<file path="config.mk">
export PLATFORM = sky130hd
export DESIGN_NAME = lcd_char_sequencer
export DESIGN_NICKNAME = d
export VERILOG_FILES = /design/src/rtl/lcd_pkg.sv /design/src/rtl/lcd_req_fifo.sv /design/src/rtl/lcd_char_sequencer.sv
export SDC_FILE = /design/constraint.sdc
export NUM_CORES = 1
export LEC_CHECK = 0
export CORE_MARGIN = 4
export CORE_UTILIZATION = 40
export DETAILED_ROUTE_END_ITERATION = 12
export SYNTH_ARGS = -nofsm -noshare
export SYNTH_HDL_FRONTEND = slang
export SYNTH_SLANG_ARGS = --single-unit
</file>
<file path="constraint.sdc">
create_clock -name clk -period 2.6 [get_ports clk]
set_input_delay 0.52 -clock clk [delete_from_list [all_inputs] [get_ports clk]]
set_output_delay 0.52 -clock clk [all_outputs]
set_load 0.01 [all_outputs]
</file>
<file path="src/rtl/lcd_pkg.sv">
// rtl/lcd_pkg.sv - shared encodings, command bytes and FSM states for the LCD sequencer
package lcd_pkg;

    typedef enum logic [1:0] {
        OP_CHAR   = 2'd0,
        OP_CURSOR = 2'd1,
        OP_CLEAR  = 2'd2,
        OP_HOME   = 2'd3
    } lcd_op_e;

    localparam logic [7:0] LCD_CMD_CLEAR   = 8'h01;
    localparam logic [7:0] LCD_CMD_HOME    = 8'h02;
    localparam logic [7:0] LCD_CMD_SETADDR = 8'h80;
    localparam logic [7:0] LCD_ROW0_BASE   = 8'h00;
    localparam logic [7:0] LCD_ROW1_BASE   = 8'h40;

    localparam int LCD_REQ_W = 15;

    typedef struct packed {
        logic [1:0] op;
        logic       row;
        logic [3:0] col;
        logic [7:0] chr;
    } lcd_req_t;

    typedef enum logic [3:0] {
        S_WAIT_INIT,
        S_IDLE,
        S_ADDR,
        S_ADDR_WAIT,
        S_DATA,
        S_DATA_WAIT,
        S_CMD,
        S_CMD_WAIT,
        S_DELAY
    } seq_state_e;

    function automatic logic [7:0] setaddr_byte(input logic row, input logic [3:0] col);
        return LCD_CMD_SETADDR | (row ? LCD_ROW1_BASE : LCD_ROW0_BASE) | {4'h0, col};
    endfunction

endpackage

</file>
<file path="src/rtl/lcd_req_fifo.sv">
// rtl/lcd_req_fifo.sv - synchronous request FIFO with full/empty flags
module lcd_req_fifo #(
    parameter int DEPTH = 4,
    parameter int WIDTH = 15
) (
    input  logic             clk,
    input  logic             rst_n,
    input  logic             push_i,
    input  logic [WIDTH-1:0] wdata_i,
    input  logic             pop_i,
    output logic [WIDTH-1:0] rdata_o,
    output logic             full_o,
    output logic             empty_o
);
    localparam int AW = $clog2(DEPTH);

    logic [WIDTH-1:0] mem_q [DEPTH];
    logic [AW-1:0]    wptr_q;
    logic [AW-1:0]    rptr_q;
    logic [AW:0]      cnt_q;
    logic             do_push;
    logic             do_pop;

    assign full_o  = (cnt_q == (AW+1)'(DEPTH));
    assign empty_o = (cnt_q == '0);
    assign rdata_o = mem_q[rptr_q];

    // A push on a full cycle is refused even when a pop happens alongside it.
    assign do_push = push_i && !full_o;
    assign do_pop  = pop_i && !empty_o;

    always_ff @(posedge clk) begin
        if (do_push) begin
            mem_q[wptr_q] <= wdata_i;
        end
    end

    always_ff @(posedge clk or negedge rst_n) begin
        if (!rst_n) begin
            wptr_q <= '0;
            rptr_q <= '0;
            cnt_q  <= '0;
        end else begin
            if (do_push) begin
                wptr_q <= wptr_q + AW'(1);
            end
            if (do_pop) begin
                rptr_q <= rptr_q + AW'(1);
            end
            case ({do_push, do_pop})
                2'b10:   cnt_q <= cnt_q + (AW+1)'(1);
                2'b01:   cnt_q <= cnt_q - (AW+1)'(1);
                default: cnt_q <= cnt_q;
            endcase
        end
    end

endmodule

</file>
<file path="src/rtl/lcd_char_sequencer.sv">
// rtl/lcd_char_sequencer.sv - turns queued char/cursor/clear/home requests into lcd_controller byte transactions
module lcd_char_sequencer
    import lcd_pkg::*;
#(
    parameter int FIFO_DEPTH   = 4,
    parameter int COLS         = 16,
    parameter int CLEAR_CYCLES = 82000
) (
    input  logic       clk,
    input  logic       rst,
    input  logic       init_done,
    input  logic       req_valid,
    output logic       req_ready,
    input  logic [1:0] req_op,
    input  logic       req_row,
    input  logic [3:0] req_col,
    input  logic [7:0] req_char,
    output logic       ctl_rs,
    output logic [7:0] ctl_data,
    output logic       ctl_strobe,
    input  logic       ctl_done,
    output logic       busy,
    output logic       cur_row,
    output logic [3:0] cur_col
);
    localparam logic [3:0] LAST_COL = 4'(COLS - 1);
    localparam int         CW       = $clog2(CLEAR_CYCLES + 1);

    seq_state_e     state_q;
    logic           row_q;
    logic [3:0]     col_q;
    logic           addr_dirty_q;
    logic [7:0]     char_q;
    logic [7:0]     cmd_q;
    logic [CW-1:0]  dly_q;
    logic           ctl_rs_q;
    logic [7:0]     ctl_data_q;
    logic           ctl_strobe_q;

    lcd_req_t       wreq;
    lcd_req_t       head;
    logic           fifo_full;
    logic           fifo_empty;
    logic           pop;

    assign wreq = '{op: req_op, row: req_row, col: req_col, chr: req_char};
    assign pop  = (state_q == S_IDLE) && !fifo_empty && init_done;

    lcd_req_fifo #(
        .DEPTH (FIFO_DEPTH),
        .WIDTH (LCD_REQ_W)
    ) u_fifo (
        .clk     (clk),
        .rst_n   (rst),
        .push_i  (req_valid),
        .wdata_i (wreq),
        .pop_i   (pop),
        .rdata_o (head),
        .full_o  (fifo_full),
        .empty_o (fifo_empty)
    );

    assign req_ready  = !fifo_full;
    assign busy       = !fifo_empty || !(state_q inside {S_IDLE, S_WAIT_INIT});
    assign ctl_rs     = ctl_rs_q;
    assign ctl_data   = ctl_data_q;
    assign ctl_strobe = ctl_strobe_q;
    assign cur_row    = row_q;
    assign cur_col    = col_q;

    always_ff @(posedge clk or negedge rst) begin
        if (!rst) begin
            state_q      <= S_WAIT_INIT;
            row_q        <= 1'b0;
            col_q        <= 4'h0;
            addr_dirty_q <= 1'b1;
            char_q       <= 8'h00;
            cmd_q        <= 8'h00;
            dly_q        <= '0;
            ctl_rs_q     <= 1'b0;
            ctl_data_q   <= 8'h00;
            ctl_strobe_q <= 1'b0;
        end else if (!init_done) begin
            // Controller re-initialising: its DDRAM address is unknown afterwards.
            state_q      <= S_WAIT_INIT;
            addr_dirty_q <= 1'b1;
            ctl_strobe_q <= 1'b0;
        end else begin
            ctl_strobe_q <= 1'b0;
            case (state_q)
                S_WAIT_INIT: state_q <= S_IDLE;
                S_IDLE: begin
                    if (pop) begin
                        case (lcd_op_e'(head.op))
                            OP_CHAR: begin
                                char_q  <= head.chr;
                                state_q <= addr_dirty_q ? S_ADDR : S_DATA;
                            end
                            OP_CURSOR: begin
                                row_q        <= head.row;
                                col_q        <= (head.col > LAST_COL) ? LAST_COL : head.col;
                                addr_dirty_q <= 1'b1;
                            end
                            OP_CLEAR: begin
                                cmd_q   <= LCD_CMD_CLEAR;
                                state_q <= S_CMD;
                            end
                            default: begin
                                cmd_q   <= LCD_CMD_HOME;
                                state_q <= S_CMD;
                            end
                        endcase
                    end
                end
                S_ADDR: begin
                    ctl_rs_q     <= 1'b0;
                    ctl_data_q   <= setaddr_byte(row_q, col_q);
                    ctl_strobe_q <= 1'b1;
                    state_q      <= S_ADDR_WAIT;
                end
                S_ADDR_WAIT: begin
                    if (ctl_done) begin
                        addr_dirty_q <= 1'b0;
                        state_q      <= S_DATA;
                    end
                end
                S_DATA: begin
                    ctl_rs_q     <= 1'b1;
                    ctl_data_q   <= char_q;
                    ctl_strobe_q <= 1'b1;
                    state_q      <= S_DATA_WAIT;
                end
                S_DATA_WAIT: begin
                    if (ctl_done) begin
                        // End of row: HD44780 rows are not contiguous, so force a re-address.
                        if (col_q == LAST_COL) begin
                            col_q        <= 4'h0;
                            row_q        <= ~row_q;
                            addr_dirty_q <= 1'b1;
                        end else begin
                            col_q <= col_q + 4'h1;
                        end
                        state_q <= S_IDLE;
                    end
                end
                S_CMD: begin
                    ctl_rs_q     <= 1'b0;
                    ctl_data_q   <= cmd_q;
                    ctl_strobe_q <= 1'b1;
                    state_q      <= S_CMD_WAIT;
                end
                S_CMD_WAIT: begin
                    if (ctl_done) begin
                        row_q        <= 1'b0;
                        col_q        <= 4'h0;
                        addr_dirty_q <= 1'b0;
                        dly_q        <= '0;
                        state_q      <= S_DELAY;
                    end
                end
                S_DELAY: begin
                    if (dly_q == CW'(CLEAR_CYCLES - 1)) begin
                        state_q <= S_IDLE;
                    end else begin
                        dly_q <= dly_q + CW'(1);
                    end
                end
                default: state_q <= S_WAIT_INIT;
            endcase
        end
    end

endmodule

</file>
==> summary.md <==
| Metric | Value |
|---|---|
| Status | finished clean |
| Reg2reg end | char_q[4]$_DFFE_PN0P_ |
| Post-synth EDFFs | 60 |
| Logic pwr share | 0.282 |
| Sink Count | 114 |
| Global-route wire length before repair | 16800 µm |
| Clk slew on worst S/H paths | 0.06 ns |
| Final antenna-violating net count | 0 |
| Row Count | 40 |
| CP bufs+invs | 1 |
| Worst vdd ir | 0.000489 V |
| Commonest non-fill, non-tap cell in the layout | edfxtp_1 |
| Crit-path slowest cell | or3_1 |
| Placed cell areas | 5650 µm² |
| Full die area | 14500 µm² |
| Slew margin rel. | 0.527 |
| Final-report setup violation count | 0 |
| CTS tree | done |
| Cts hold-fix bufs | 0 |
| Synth async-reset ratio | 0.474 |
| Post-route clock period utilization | 0.914 |
| CTS Buffer Depth | 2 |
| Routed WL | 10100 µm |
| Core area | 12200 µm² |
| Final Total Pwr | 6.86 mW |
| Proportion of layout cells with a drive suffix above 1 | 0.180 |
| Dpl ws | 0.143 ns |
| CP required | 2.08 ns |
| Sequence of cells on the critical path | or3_1 -> or3_1 -> dlygate4sd2_1 |
| Die W | 120 µm |
| DR vias/cell | 5.16 |
| Post-synthesis cell type count | 49 |
| Die height | 120 µm |
| IO Pins | 37 |
| Via count | 3189 |
| Total negative setup slack | 0 ns |
| Most used cell along the critical path | or3_1 |
| CP arrival | 1.86 ns |
| H-tree depth | 4 |
| Largest net degree at the start of global routing | 55 |
| Post-synth top flop | edfxtp_1 |
| Most frequent cells in the layout | 60 x edfxtp_1, 53 x dfrtp_1, 42 x nand2_1 |
| Final Hold Fails | 0 |
| Crit Path Max Fanout | 4 |
| Crit path kind | reg2out |
| R2R depth | 5 |
| Dpl hpwl | 6900 µm |
| Delay-heaviest family, CP | simple AND/OR/NAND/NOR gates |
| Crit. End Element | output pin |
| Internal power | 4.66 mW |
| Clock Skew | 0.0131 ns |
| Unrepaired setup endpoints after global routing | no |
| Mapped Nets | 410 |
| Reg-to-reg setup timing slack | 0.43 ns |
| Leakage | 2.44 nW |
| Final Cell Area | 6230 µm² |
| Antenna cells | 0 |
| Final GP Congestion | 0.846 |
| Switching Share | 0.321 |
| Crit-path max cell delay | 0.41 ns |
| Reg2Reg Launch Point | u_fifo.rptr_q[0]$_DFFE_PN0P_ |
| Total Nets Final | 465 |
| Class of the worst hold path | in2async |
| Number of max-cap violations | 0 |
| Vias in the first global route | 3249 |
| Switching Power | 2.20 mW |
| Min Tclk post-route | 2.38 ns |
| Synthesis-stage register bit count | 114 |
| DR iter-0 viols | 174 |
| Gr ovfl total | 0 |
| Syn avg cell area | 13.2 µm² |
| Slew Viols, Final | 0 |
| Total CTS buffers | 17 |
| Synth warn | 0 |
| Clock Power Share | 0.326 |
| PwrDens | 1100 nW/µm² |
| Worst setup SP type | register |
| Hold WS | 0.236 ns |
| Mean routed wirelength per cell | 16.4 µm |
| Slew @ Worst Pin | 0.710 ns |
| Register area share after synthesis | 0.626 |
| IO Port Bufs | 36 |
| Initial antenna violation count | 0 |
| Reg power frac | 0.392 |
| Pre-antenna DRT Iters | 4 |
| Starting Density | 0.414 |
| Area Growth Syn to Fin | 23.5% |
| Post-route setup slack | 0.223 ns |
| Tot GR Track Use | 0.151 |
| DRC | 0 |
| Clock root cell | clkbuf_16 |
| Worst skew pair latency | 0.41 ns |
| Post-Syn Instances | 382 |
| Mapped Area | 5040 µm² |
| F_max | 421 MHz |
-- cells in the mapped netlist, types with 6 or more instances --
cell / instances / area [µm²]
nor2_1: 21 / 78.8
xnor2_1: 8 / 70.1
nand3_1: 14 / 70.1
mux2_2: 10 / 113
a21oi_1: 20 / 100
clkbuf_1: 10 / 37.5
o21ai_0: 23 / 115
nor4_1: 6 / 37.5
nand2_1: 42 / 158
edfxtp_1: 60 / 1800
dfrtp_1: 53 / 1330
ha_1: 7 / 87.6
mux4_2: 15 / 338
nand4_1: 6 / 37.5
mux2i_1: 8 / 80.1
inv_1: 10 / 37.5
and3_1: 8 / 50.1
-- registers in the layout, summed over array words and instances, names as in the netlist, 2 cells and up --
signal / count
u_fifo.rptr_q: 2
ctl_data: 8
state_q: 4
dly_q: 17
char_q: 8
u_fifo.cnt_q: 3
u_fifo.mem_q: 60
cmd_q: 2
cur_col: 4
u_fifo.wptr_q: 2
-- routing by layer --
layer,track usage,wire (µm),vias up
li1,-,-,1529
met1,0.190,4570,1603
met2,0.250,5100,48
met3,0.0407,284,9
met4,0.0616,148,0
met5,0,0,-
-- power groups by stage --
stage	Sequential (mW)	Clock, mW	Combinational [mW]
detailed placement	2.73	0	1.97
floorplan	2.64	0	1.30
CTS	2.70	2.28	1.97
global placement	2.71	0	1.93
global route	2.75	2.38	2.16
finish	2.69	2.24	1.94
-- worst max path at each step --
stage,from,endpoint,cells past startpoint
3_5_place_dp,init_done,u_fifo.cnt_q[2]$_DFFE_PN0P_,9
3_3_place_gp,init_done,u_fifo.cnt_q[2]$_DFFE_PN0P_,9
2_1_floorplan,init_done,u_fifo.cnt_q[2]$_DFFE_PN0P_,9
5_1_grt,u_fifo.cnt_q[1]$_DFFE_PN0P_,busy,3
4_1_cts,u_fifo.cnt_q[1]$_DFFE_PN0P_,busy,3
6_report,u_fifo.cnt_q[1]$_DFFE_PN0P_,busy,3
-- stage by stage --
step	utilization	std cells
6_report	0.512	618
5_1_grt	0.512	618
4_1_cts	0.512	618
3_5_place_dp	0.465	586
3_3_place_gp	0.465	586
2_1_floorplan	-	382
-- kinds of logic after synthesis --
family	count (synthesis)	share of synthesized area
buf+inv	27	0.0228
fa+ha+maj	8	0.0213
mux	33	0.105
simple gates	134	0.143
compound gates	53	0.0588
xor+xnor	13	0.0226
flops	114	0.626
-- cell type report --
cell class	instances	area, µm²
clock buffers	17	425
clock inverters	15	150
fillers	1066	5940
inverters	11	41.3
multi-input cells	241	1770
flip-flops and latches	114	3150
well taps	168	210
repair buffers	52	474
-- repair_timing --
action,in CTS,in global routing
endpoints found under the setup margin,1,0
gates resized for setup,1,0
setup buffers,0,0
Note: power is estimated with default switching activity, not from simulation.
